===== config.mk =====
export PLATFORM = sky130hd
export DESIGN_NAME = led_pwm_fader
export DESIGN_NICKNAME = d
export VERILOG_FILES = /design/src/rtl/led_pwm_fader.sv
export SDC_FILE = /design/constraint.sdc
export NUM_CORES = 1
export LEC_CHECK = 0
export CAP_MARGIN = 10
export CORE_UTILIZATION = 40
export DETAILED_ROUTE_END_ITERATION = 8
export PLACE_DENSITY = 0.69
export RECOVER_POWER = 100
export SLEW_MARGIN = 20
export SYNTH_ARGS = -nofsm -noshare
export SYNTH_HDL_FRONTEND = slang
export SYNTH_SLANG_ARGS = --single-unit

===== constraint.sdc =====
create_clock -name clk -period 7.9 [get_ports clk]
set_input_delay 1.58 -clock clk [delete_from_list [all_inputs] [get_ports clk]]
set_output_delay 1.58 -clock clk [all_outputs]
set_load 0.05 [all_outputs]

===== src/rtl/led_pwm_fader.sv =====
// Eight-channel LED fader: each LED ramps linearly toward full-on or off, one step per tick, driven by PWM.
// Define LED_PWM_FADER_GAMMA_EN to square the brightness before the PWM compare (gamma correction).
module led_pwm_fader #(
  parameter int PWM_BITS = 8,
  parameter int TICK_DIV = 1024
) (
  input  logic                    clk,
  input  logic                    rst,
  input  logic                    pat_valid,
  input  logic [7:0]              pat_data,
  output logic                    pat_ready,
  output logic [7:0]              led,
  output logic                    dbg_fade,
  output logic [8*PWM_BITS-1:0]   dbg_bright
);

  localparam int DIV_W = (TICK_DIV > 1) ? $clog2(TICK_DIV) : 1;
  localparam logic [PWM_BITS-1:0] MAX      = '1;
  localparam logic [PWM_BITS-1:0] PWM_ONE  = PWM_BITS'(1);
  localparam logic [DIV_W-1:0]    DIV_ONE  = DIV_W'(1);
  localparam logic [DIV_W-1:0]    DIV_LAST = DIV_W'(TICK_DIV - 1);

  typedef enum logic {
    IDLE = 1'b0,
    FADE = 1'b1
  } state_e;

  state_e              state_q, state_d;
  logic [DIV_W-1:0]    div_q, div_d;
  logic [PWM_BITS-1:0] pwm_q, pwm_d;
  logic [PWM_BITS-1:0] bright_q [8];
  logic [PWM_BITS-1:0] bright_d [8];
  logic [PWM_BITS-1:0] tgt_q [8];
  logic [PWM_BITS-1:0] tgt_d [8];
  logic [PWM_BITS-1:0] cmp [8];
  logic [7:0]          led_q, led_d;
  logic                tick;
  logic                any_diff;
  logic                all_done;

  // Handshake: a pattern transfers on a rising edge where pat_valid && pat_ready.
  // pat_ready is high only in IDLE; an offer made during FADE simply waits.
  assign pat_ready = (state_q == IDLE);
  assign led       = led_q;
  assign dbg_fade  = (state_q == FADE);

  always_comb begin
    tick  = (div_q == DIV_LAST);
    div_d = tick ? '0 : div_q + DIV_ONE;
    pwm_d = pwm_q + PWM_ONE;
  end

`ifdef LED_PWM_FADER_GAMMA_EN
  logic [2*PWM_BITS-1:0] sq [8];
  always_comb begin
    for (int i = 0; i < 8; i++) begin
      sq[i]  = {{PWM_BITS{1'b0}}, bright_q[i]} * {{PWM_BITS{1'b0}}, bright_q[i]};
      cmp[i] = sq[i][2*PWM_BITS-1:PWM_BITS];
    end
  end
`else
  always_comb begin
    for (int i = 0; i < 8; i++) begin
      cmp[i] = bright_q[i];
    end
  end
`endif

  always_comb begin
    for (int i = 0; i < 8; i++) begin
      led_d[i]                           = (cmp[i] > pwm_q);
      dbg_bright[i*PWM_BITS +: PWM_BITS] = bright_q[i];
    end
  end

  always_comb begin
    state_d  = state_q;
    bright_d = bright_q;
    tgt_d    = tgt_q;
    any_diff = 1'b0;
    all_done = 1'b1;
    if (state_q == IDLE) begin
      if (pat_valid) begin
        for (int i = 0; i < 8; i++) begin
          tgt_d[i] = pat_data[i] ? MAX : '0;
          any_diff = any_diff | (tgt_d[i] != bright_q[i]);
        end
        if (any_diff) state_d = FADE;
      end
    end else begin
      if (tick) begin
        // Leave FADE on the very tick that lands the last channel on its target.
        for (int i = 0; i < 8; i++) begin
          if (bright_q[i] < tgt_q[i])      bright_d[i] = bright_q[i] + PWM_ONE;
          else if (bright_q[i] > tgt_q[i]) bright_d[i] = bright_q[i] - PWM_ONE;
          all_done = all_done & (bright_d[i] == tgt_q[i]);
        end
        if (all_done) state_d = IDLE;
      end
    end
  end

  always_ff @(posedge clk) begin
    if (rst) begin
      state_q <= IDLE;
      div_q   <= '0;
      pwm_q   <= '0;
      led_q   <= '0;
      for (int i = 0; i < 8; i++) begin
        bright_q[i] <= '0;
        tgt_q[i]    <= '0;
      end
    end else begin
      state_q <= state_d;
      div_q   <= div_d;
      pwm_q   <= pwm_d;
      led_q   <= led_d;
      for (int i = 0; i < 8; i++) begin
        bright_q[i] <= bright_d[i];
        tgt_q[i]    <= tgt_d[i];
      end
    end
  end

endmodule

* Word level (Yosys, flattened, before mapping)
Cells that the tools add are included.
Storage, ports and cells: register bits 155, logic and storage cells 142, output and inout port bits 74, bits of input ports 11
Operators by class: $add $sub $neg 18, bitwise operators 15, reduce and logical (&&, ||, !) cells 3, multiplexer cells 45, $lt $le $gt $ge 24, equality and inequality tests 17
Operators with widths (count):
- 8-bit 2-to-1 mux | 40
- 8-bit > comparator | 16
- 8-bit by 1-bit adder with 8-bit output (second input constant) | 9
- 8-bit == test | 8
- 8-bit < comparator | 8
- 8-bit != test | 8
- 8-bit by 1-bit subtractor with 8-bit output (second input constant) | 8
- 10-bit by 1-bit adder with 10-bit output (second input constant) | 1
- 10-bit == test (second input constant) | 1
- 1-bit bitwise AND | 7
- 1-bit OR | 7
- 1-bit 2-to-1 mux | 5
- 2-bit AND reduction | 2
- 2-bit OR reduction | 1
- 1-bit NOT | 1

* Depth between registers and ports, before layout
Gate-level depths: netlist (run 1).
depth in word-level cells 16, depth in mapped cells 15

* Worst setup path after synthesis (run 1)
Ideal clock, no wire load.
path kind reg2reg, start point reg bright_q (netlist bit dbg_bright[48]), end point reg state_q (netlist: dbg_fade), cell stages (with the launch flop) 15, buffers on the path 2, setup slack 4.403 ns, required time 7.769 ns, data arrival time 3.366 ns, cells stage by stage dfxtp_1 clkbuf_1 inv_1 ha_1 nand4_1 or2_1 buf_2 nand3_1 a2111oi_0 a41oi_1 xnor2_1 nand4_1 or4_1 a2111oi_2 a31oi_1
Between the ends: longest elaborated chain between the ends 11, elaborated cells on any way between the ends 19, those cells by class 2 x add/sub; 2 x order compare; 2 x eq/ne; 9 x mux; 4 x bitwise
Ends and longest elaborated chain:
- start: declaration | line 31 | logic [PWM_BITS-1:0] bright_q [8];
- start signal: indexed assignment | line 119 | bright_q[i] <= bright_d[i];
- 8-bit by 1-bit subtractor with 8-bit output or 8-bit > comparator (tied branches) | line 95 | else if (bright_q[i] > tgt_q[i]) bright_d[i] = bright_q[i] - PWM_ONE;
- 8-bit 2-to-1 mux | line 95
- 8-bit 2-to-1 mux | line 94 | if (bright_q[i] < tgt_q[i]) bright_d[i] = bright_q[i] + PWM_ONE;
- 8-bit 2-to-1 mux | line 91 | if (tick) begin
- 8-bit 2-to-1 mux | line 82 | if (state_q == IDLE) begin
- 8-bit == test | line 96 | all_done = all_done & (bright_d[i] == tgt_q[i]);
- 1-bit bitwise AND (2 in a row) | line 96
- 1-bit 2-to-1 mux | line 98 | if (all_done) state_d = IDLE;
- 1-bit 2-to-1 mux | line 91
- 1-bit 2-to-1 mux (*) | line 82
- end signal: assignment | line 114 | state_q <= state_d;
- end: declaration | line 28 | state_e state_q, state_d;
Every way passes the cells marked *; elsewhere a longest branch is shown, timed or not. The select of a mux whose other input is x is not followed. A chain may end at the register's enable or synchronous reset.

* Worst setup path after layout (run 1)
start point in rst, end point reg led_q[2] (netlist: led[2])
RTL lines:
- start: declaration | line 8 | input logic rst,
- end signal: assignment | line 117 | led_q <= led_d;
- end: declaration | line 36 | logic [7:0] led_q, led_d;
No word-level cell between the ends.

==> results.md, run 1 <==
- The run finished, with violations left.
- The checks that failed: max-capacitance violations, max-slew violations.
- Timing would allow up to 0.192 GHz.
- The critical path's slowest cell is clkbuf_1.
- The sequential area share after synthesis is 20.7%.
- The signal arrival time at the worst endpoint is 5210 ps.
- The final setup skew is 10.6 ps.
- The final instance count without filler cells is 1,622.
- The count of state elements after synthesis is 99.
- Counting the fill cells in the layout gives 2,344.
- Dividing the detail-routed wire length by the instance count gives 16.5 um.
- Setup violations remaining at the end of the flow were counted as 0.
- Combinational cells account for 30.2% of the total power.
- The floorplan row count is 56.
- In the post-synthesis netlist, the biggest area contributors are dfxtp_1 21%, ha_1 19%, a21oi_1 5.7%, nor2_1 5.7%, xor2_1 3.6%.
- The total instance count after detailed placement is 1,606.
- The root buffer cell is clkbuf_16.
- The number of max-slew violations in the final report is 94.
- The proportion of total power due to net switching is 35.1%.
- Relative to the synthesized area, the layout overhead comes to 13.6%.
- Measured against its own limit, the worst slew margin works out to -194%.
- The effective utilization at floorplan is 40.8%.
- The tool flagged a number of max-cap violations equal to 1.
- The overall die area is 0.0246 mm^2.
- 0 antenna diodes ended up in the layout.
- The proportion of netlist area held by the largest area contributor is 20.7%.
- The overall fraction of global-route tracks in use is 22.5%.
- In this run the power spent charging and discharging nets is 0.483 mW.
- For this run, the slowest stage of the critical path takes 3040 ps.
- The violation count after the first detailed-route iteration is 619.
- The largest total area in the synthesized netlist belongs to dfxtp_1.
- The number of nets handed over by synthesis was 1,410.
- CTS built an H-tree with a depth of 3.
- In this run, post-CTS repair resized a total of 0 instances.
- The kind of cell adding the most delay to the critical path is buffers and inverters.
- The clock sink count is 99.
- The count of buffers added on input and output ports is 84.
- Measured along the x axis, the die boundary spans 157 um.
- Hold timing on the final database bottoms out at a slack of 475 ps.
- The share of the clock period used by the worst path is 66.0%.
- The total clock buffers created by CTS is 9.
- The static leakage is 4.71 nW.
- The number of buffer and inverter stages on the critical path is 1.
- The share of flip-flops with an asynchronous set or reset is 0%.
- The sum of negative setup slack is 0 ps.
- After technology mapping, the gate count stands at 1,253.
- The overall overflow remaining after global route is 0.
- The first detailed-routing pass ran for 7 iterations.
- The I/O pin count is 85.
- The slew at the pin with the worst max-slew slack is 4410 ps.
- The clock network power share is 32.2%.
- The routability congestion estimate is 0.914.
- The share of post-route cells with drive strength above 1 is 3.38%.
- The total count of hold-check failures in the final report is 0.
- The clock latency reported for the late side of the worst-skew pair is 370 ps.
- Walking the worst path, the cells encountered are clkbuf_1 > nor3_1.
- The final HPWL from detailed placement is 19.1 mm.
- The proportion of power drawn by flip-flops and latches is 37.6%.
- In this run the cell area of the synthesized design comes to 0.00958 mm^2.
- The number of distinct library cells after synthesis is 76.
- The data required time at the worst endpoint is 7900 ps.
- Cell internal power was estimated by the tool at 0.894 mW.
- Once the clock tree was built, the setup fixing pass inserted 0 buffers.
- The peak fanout along the critical path is 93.
- In the post-route analysis, the smallest setup slack over all paths is 2690 ps.
- The start-to-end type of the worst setup path is primary input to flop.
- By count the netlist is led by 146 x ha_1, 146 x nor2_1, 110 x a21oi_1.
- The antenna violation net count after detailed routing is 0.
- The first global-routing pass estimated 44.5 mm of wire.
- The completed layout was analyzed and its total power is 1.38 mW.
- The via count of the first global-routing pass came to 8,917.
- The detailed router placed 9,548 vias in this run.
- The number of antenna violations at the first check in global routing is 0.
- The Yosys warning count is 0.
- In this run, synthesis inferred 0 flip-flops with an integrated enable.
- Entering global routing, the biggest net connects 94 pins.
- Setup repair after global routing left no endpoint under its margin.
- The post-detailed-route DRC marker count is 0.
- The clock transition at the registers of the reported paths is 70 ps.
- The tightest min-delay check is of the flop to flop type.
- Each instance of the synthesized netlist takes up on average 7.65 um^2.
- The wire length after detailed routing is 26.7 mm.
- IR analysis of the VDD net gives a maximum drop of 0.0959 mV.
- The flip-flop cell with the highest count after synthesis is dfxtp_1.
- The clock period minus worst slack is 5210 ps.
- The number of buffers between clock root and the deepest sink is 2.
- The placeable core region is 0.0235 mm^2.
- For this design the ratio of total power to cell area is 126 mW/mm^2.
- The mean number of vias per cell is 5.89.
- The critical path capture point type is a flop.
- TritonCTS built the clock tree.
- The hold buffer count at cts is 0.
- The number of nets in the finished design is 1,455.
- The worst setup timing slack at the placement stage is 3980 ps.
- The element type at the critical path start is a primary input.
- The height of the chip is 157 um.
-- cell families (layout without fill, tap and decap cells) --
group	count (synthesis)	in the layout	synth area share (%)
muxes	16	16	1.68
adders and majority gates	146	146	19.1
AOI/OAI and AO/OA	306	306	20.3
buffers and inverters	92	142	3.96
and+or+nand+nor	519	519	27.5
xor gates and xnor gates	75	75	6.86
DFF	99	99	20.7
-- worst paths after layout --
check | slack [ps] | end | from | cells past startpoint
hold reg to reg | 480 | div_q[0] | div_q[0] | 1
setup / recovery | 2690 | led[2] | rst | 2
hold / removal | 480 | div_q[0] | div_q[0] | 1
setup reg to reg | 4230 | dbg_fade | tgt_q[30] | 12
-- layout make-up --
type	count	area (um^2)	share of cell area, %
clock buffers	12	256	2.36
clock inverters	4	25.0	0.230
inverters	40	150	1.38
multi-input cells	1062	7230	66.4
flip-flops and latches	99	1980	18.2
well taps	319	399	3.67
repair buffers	86	850	7.80
-- worst reg2reg max path: stages (launching register included) --
cell      delay [ps]
dfxtp_1          410
inv_1            170
ha_1             330
a21oi_1          130
nor2_1            50
a211oi_1         380
and2_1           580
mux2i_1          290
xor2_1           120
or4_1            470
nor4b_1          270
o22a_1           270
a31oi_1           90
-- placed cells by master (no fill, tap or decap), drive strengths merged, types with 5 or more instances in the layout --
cell type,Yosys,routed
and2,6,6
o21ai,56,56
nand2b,10,10
nand2,90,90
dfxtp,99,99
a41oi,9,9
a31oi,18,18
clkdlybuf4s50,0,9
or3,29,29
a21o,27,27
xnor2,36,36
nor4b,8,8
dlygate4sd3,0,74
a21oi,110,110
or4,9,9
clkbuf,39,13
inv,40,40
nor2,146,146
nand4,49,49
a2111oi,6,6
or2,10,10
a22oi,8,8
xor2,39,39
nor2b,21,21
nand3,42,42
nor3,45,45
mux2i,15,15
ha,146,146
o31a,5,5
o211ai,10,10
and3,23,23
nor4,22,22
a211oi,21,21
-- flip-flops by register name, indices dropped and copies added (netlist names) --
register / flops
dbg_bright: 64
div_q: 10
led: 8
pwm_q: 8
tgt_q: 8
dbg_fade: 1
-- metrics by stage --
stage	util [%]	cell area (um^2)
floorplan	-	9580
global placement	45.2	10600
detailed placement	45.2	10600
CTS	46.4	10900
global route	46.4	10900
finish	46.4	10900
-- power by group through the flow --
| stage | Sequential, mW | Combinational (mW) | Clock (mW) |
|---|---|---|---|
| global placement | 0.530 | 0.404 | 0 |
| global route | 0.519 | 0.466 | 0.470 |
| CTS | 0.518 | 0.413 | 0.452 |
| detailed placement | 0.530 | 0.411 | 0 |
| finish | 0.518 | 0.415 | 0.444 |
| floorplan | 0.542 | 0.315 | 0 |
-- metal layers --
| layer | global-route usage, % | wire length [um] | up-vias |
|---|---|---|---|
| li1 | - | - | 4744 |
| met3 | 3.54 | 1340 | 25 |
| met2 | 38.4 | 12500 | 247 |
| met1 | 29.3 | 12600 | 4532 |
| met5 | 0 | 0 | - |
| met4 | 5.37 | 340 | 0 |
No activity file was read; power rests on OpenSTA's default activity.
==> inputs of run 2 (changes only) <==
PLACE_DENSITY = 0.71   (was 0.69)
clock period = 4.5 ns   (was 7.9 ns; I/O delays follow)
==> run 2 against run 1 <==
The run still ends with max-capacitance violations, max-slew violations left. Clock skew down 2.4 ps. Worst hold slack worse by 7.1 ps. Final area up 0.66%. Sequential cell count unchanged. Largest power group is now the clock network. Die area unchanged. Non-clock buffer count up 4. Highest routed layer unchanged. Count of clock-buffer cells in the layout down 2. Total power up 85%. First-iteration DRC count down 5.3%. Critical path depth up 10.
==> results.md, run 2 (same netlist as run 1, synthesis figures left out) <==
- The post-detailed-route DRC marker count is 0.
- TritonCTS built the clock tree.
- The data required time at the worst endpoint is 4750 ps.
- The final HPWL from detailed placement is 19.3 mm.
- The total setup violations reported at the end of the flow is 0.
- Buffers placed on the I/O ports in this run total 84.
- The number of antenna violations at the first check in global routing is 0.
- The root buffer cell is clkbuf_16.
- Headroom to the max-slew limit came out at -17.5%.
- In this run the deepest clock path goes through 2 buffers.
- Derived from the worst setup path, the maximum achievable clock frequency is 0.262 GHz.
- The horizontal die dimension is 157 um.
- The layout has 2,348 filler cells.
- STA classifies the critical path startpoint as a flop.
- The peak fanout along the critical path is 16.
- The violation count after the first detailed-route iteration is 586.
- The final route contains 9,513 vias.
- The largest net degree at the start of global routing is 77.
- 85 I/O pins were placed.
- The sum of negative setup slack is 0 ps.
- The final critical path takes up 84.7% of the cycle.
- The total clock buffers created by CTS is 9.
- The antenna violation net count after detailed routing is 0.
- From synthesis to final layout, the design area changed by 14.4%.
- Across the VDD grid, the largest voltage drop is 0.161 mV.
- The number of max-cap violations is 3.
- The final standard cell area without fillers is 0.0110 mm^2.
- 0 antenna diodes ended up in the layout.
- The final reports fail on max-capacitance violations, max-slew violations.
- The effective utilization at floorplan is 40.8%.
- The setup check on the worst reg-to-reg path leaves a slack of 690 ps.
- Post-CTS timing repair inserted 0 buffers for setup.
- The slew at the pin with the worst max-slew slack is 1760 ps.
- The via count of the first global-routing pass came to 8,718.
- The worst path in the final design needs a cycle of 3810 ps, including I/O delays and setup.
- The register with the most flip-flops in the layout has 64 of them.
- The routability congestion estimate is 0.916.
- Clock skew on the completed layout was measured at 8.21 ps.
- The placeable core region is 0.0235 mm^2.
- The total instance count after detailed placement is 1,610.
- The first detailed-routing pass ran for 5 iterations.
- The library cells used most frequently in the layout, excluding fill and tap cells, are 146 x nor2_1, 146 x ha_1, 110 x a21oi_1.
- The worst setup path is of the flop to flop kind.
- The worst setup timing slack at the placement stage is 885 ps.
- Setup repair after global routing left no endpoint under its margin.
- The die is 157 um tall.
- In this run the core area contains 56 standard-cell rows.
- After detailed routing, the number of vias per cell comes to 5.85.
- The H-tree generated during clock tree synthesis spans 3 levels.
- After clock tree synthesis, the clock-pin slew on the worst setup and hold paths is 70 ps.
- The first global-routing pass estimated 44.3 mm of wire.
- The number of instances resized during post-cts repair is 0.
- The total power density per cell area is 233 mW/mm^2.
- Global routing used 22.3% of the available tracks across all layers.
- The clock sink count is 99.
- The critical path capture point type is a flop.
- Of the cells placed in the final design, the portion with a size suffix greater than 1 is 3.29%.
- The total count of hold-check failures in the final report came to 0.
- The cell area after placement is 0.0106 mm^2.
- The hold buffer count at cts is 0.
- For the worst setup path, the data arrival time is 4060 ps.
- After layout, the worst setup slack is 687 ps.
- The min-delay analysis places its worst path in the category flop to flop.
- The overall die area is 0.0246 mm^2.
- The clock latency reported for the late side of the worst-skew pair is 360 ps.
- The number of nets in the finished design is 1,459.
- The number of max-slew violations in the final report is 145.
- For this block, the routed nets add up to 26.6 mm of wire.
- The static leakage is 4.74 nW.
- After detailed routing, the average wire length per cell comes to 16.4 um.
- Global routing finished with a remaining overflow of 0.
- The final core area utilization is 46.7%.
- The run finished, with violations left.
- The final instance count without filler cells is 1,626.
[run 2: cell types whose count changed in the layout (fill, tap and decap cells not counted), sizes merged]
cell	before	now
bufinv	0	3
clkbuf	13	15
clkinvlp	2	0
inv	40	41
[run 2: power breakdown]
| group | switching [mW] | total (mW) | internal [mW] |
|---|---|---|---|
| registers | 0.0160 | 0.908 | 0.892 |
| clock network | 0.364 | 0.910 | 0.546 |
| logic | 0.458 | 0.731 | 0.273 |
[run 2: critical path, cell delays in order, from the launching register on]
cell,delay (ps)
dfxtp_1,400
inv_1,170
ha_1,320
a21oi_1,130
nor2_1,50
a211oi_1,370
and2_0,720
mux2i_1,290
xor2_1,120
or4_1,490
nor4b_1,290
o22a_1,270
a31oi_1,90
[run 2: area by class of cell]
| type | instances | area [um^2] | share of cell area, % |
|---|---|---|---|
| repair buffers | 90 | 866 | 7.90 |
| inverters | 40 | 150 | 1.37 |
| flip-flops and latches | 99 | 1980 | 18.1 |
| clock inverters | 6 | 113 | 1.03 |
| multi-input cells | 1062 | 7220 | 65.9 |
| clock buffers | 10 | 229 | 2.09 |
| well taps | 319 | 399 | 3.64 |
[run 2: worst paths after layout]
path	cells past startpoint	from	to
min reg2reg	1	div_q[0]	div_q[0]
max reg2reg	12	tgt_q[30]	dbg_fade
max	12	tgt_q[30]	dbg_fade
min	1	div_q[0]	div_q[0]
[run 2: metrics by stage]
stage                     hold slack, ps  power [mW]
after floorplan                      430        1.50
after global placement               448        1.64
after detailed placement             453        1.65
after CTS                            470        2.57
after global routing                 520        2.70
final                                468        2.55
[run 2: per-layer routing]
layer  vias up  routed length (um)  GRT usage (%)
li1       4744                   -              -
met1      4475               12500           29.6
met2       264               12400           36.5
met3        30                1360           4.18
met4         0                 414           6.44
met5         -                   0              0
==> RTL edit: new RTL, flow settings as in run 1 <==
Build with the macro `LED_PWM_FADER_GAMMA_EN` defined.
--- a/src/rtl/led_pwm_fader.sv
+++ b/src/rtl/led_pwm_fader.sv
@@ -1,5 +1,7 @@
 // Eight-channel LED fader: each LED ramps linearly toward full-on or off, one step per tick, driven by PWM.
 // Define LED_PWM_FADER_GAMMA_EN to square the brightness before the PWM compare (gamma correction).
+`define LED_PWM_FADER_GAMMA_EN
+
 module led_pwm_fader #(
   parameter int PWM_BITS = 8,
   parameter int TICK_DIV = 1024
Check against the original RTL: no difference found for any inputs over 10 cycles, from zero or initial values and one cycle with rst high; that may be too few to reach the edited logic, so the function may still have changed.
==> RTL edit against run 1 <==
- the run still ends with max-capacitance violations, max-slew violations left
- largest cell class unchanged
- setup slack got worse by 0.84 ns
- sequential power increased by 3%
- final area increased by 110%
- sequential share of layout area decreased by 9.7 points
- worst hold slack got worse by 0.0027 ns
- total power increased by 11%
- sequential cell count unchanged
- routed wire length increased by 96%
- combinational power increased by 24%
- global-route usage decreased by 3.0 points
- clock skew about the same
- first-iteration DRC count increased by 94%
- area after synthesis increased by 130%
==> RTL edit: results (changes against run 1) <==
Final count of pins violating max slew: 96 (+2.1%)
Setup WS pre-CTS: 1.97 ns (-2.01 ns)
Vias in the first global route: 18.1k (+100%)
CP delay by family, top: adder cells
# fillers: 5383 (+130%)
Synth top area cells: ha_1 (22%), fa_1 (18%), dfxtp_1 (9.1%)
Slew @ Worst Pin: 2.77 ns (-1.64 ns)
Cell with the largest stage delay on the worst path: dfxtp_1
DRT Pass-1 Iters: 5 (-2)
Leakage: 11.8 nW (+150%)
GPL Wtd Cong: 0.896 (-2.0%)
Vias: 18.7k (+96%)
Distinct cells, synth: 79 (+3.9%)
Status: finished with violations
R2R depth: 26 (+14)
Maximum resistive drop on vdd: 0.107 mV (+12%)
Failing checks: max-capacitance violations, max-slew violations
Reg2reg setup slack: 1.85 ns (-2.38 ns)
Max FO, Critical Path: 22 (-76%)
DRT Wirelength: 52400 um (+96%)
Overall Global Routing Usage: 19.5% (-3.0 points)
Layout cells sized above 1: 2.11% (-1.3 points)
First-pass GRT wire length: 90100 um (+100%)
DRT iter0 DRCs: 1203 (+94%)
Register area share after synthesis: 9.11% (-12 points)
Synth top cells by count: inv_1 (404), ha_1 (379), nor2_1 (238)
FMAX: 0.165 GHz (-14%)
CP Capture Point: led[1]$_SDFF_PP0_
Largest net degree at the start of global routing: 52 (-45%)
Max_cap viols: 2 (+1)
Arrival time at the worst endpoint: 6.21 ns (+1.00 ns)
HPWL after DPL: 40400 um (+110%)
Setup crit start: dbg_bright[10]$_SDFFE_PP0P_
CP max stage delay: 0.80 ns (-2.24 ns)
[RTL edit: metrics by stage]
stage               utilization [%]  total power [mW]  cells  instance area (um2)
global placement               43.0              1.05   3434                23100
floorplan                         -             0.918   2752                21800
CTS                            43.5              1.53   3450                23400
global route                   43.5              1.60   3450                23400
finish                         43.5              1.52   3450                23400
detailed placement             43.0              1.05   3434                23100
[RTL edit: kinds of logic (layout without fill, tap and decap cells)]
kind of cell / after synthesis / in the layout / synth area share, %
XOR/XNOR: 138 / 138 / 5.56
buffers and inverters: 515 / 517 / 8.96
other: 1 / 3 / 0.0172
multiplexers: 11 / 11 / 0.512
flip-flops: 99 / 99 / 9.11
AO/OA/AOI/OAI: 511 / 511 / 15.4
AND/OR/NAND/NOR: 904 / 904 / 20.9
adder cells (fa/ha/maj): 571 / 571 / 39.5
[RTL edit: cell type report]
| cell class | instances | area, um2 | area share [%] |
|---|---|---|---|
| tap | 696 | 871 | 3.72 |
| sequential | 99 | 1980 | 8.47 |
| timing repair buffer | 91 | 883 | 3.78 |
| clock buffer | 10 | 239 | 1.02 |
| clock inverter | 6 | 48.8 | 0.209 |
| multi-input combinational | 2138 | 17800 | 76.2 |
| inverter | 410 | 1540 | 6.58 |
[RTL edit: metal layers]
layer / wire length, um / global-route usage, %
met2: 24000 / 32.3
met3: 2140 / 2.18
met4: 1030 / 5.00
met1: 25200 / 26.9
met5: 0 / 0
[RTL edit: power groups by stage]
stage	registers (mW)	clock network, mW	logic, mW
after floorplan	0.552	0	0.366
after global placement	0.544	0	0.503
after detailed placement	0.544	0	0.504
after CTS	0.532	0.493	0.506
after global routing	0.533	0.503	0.568
final	0.532	0.478	0.513
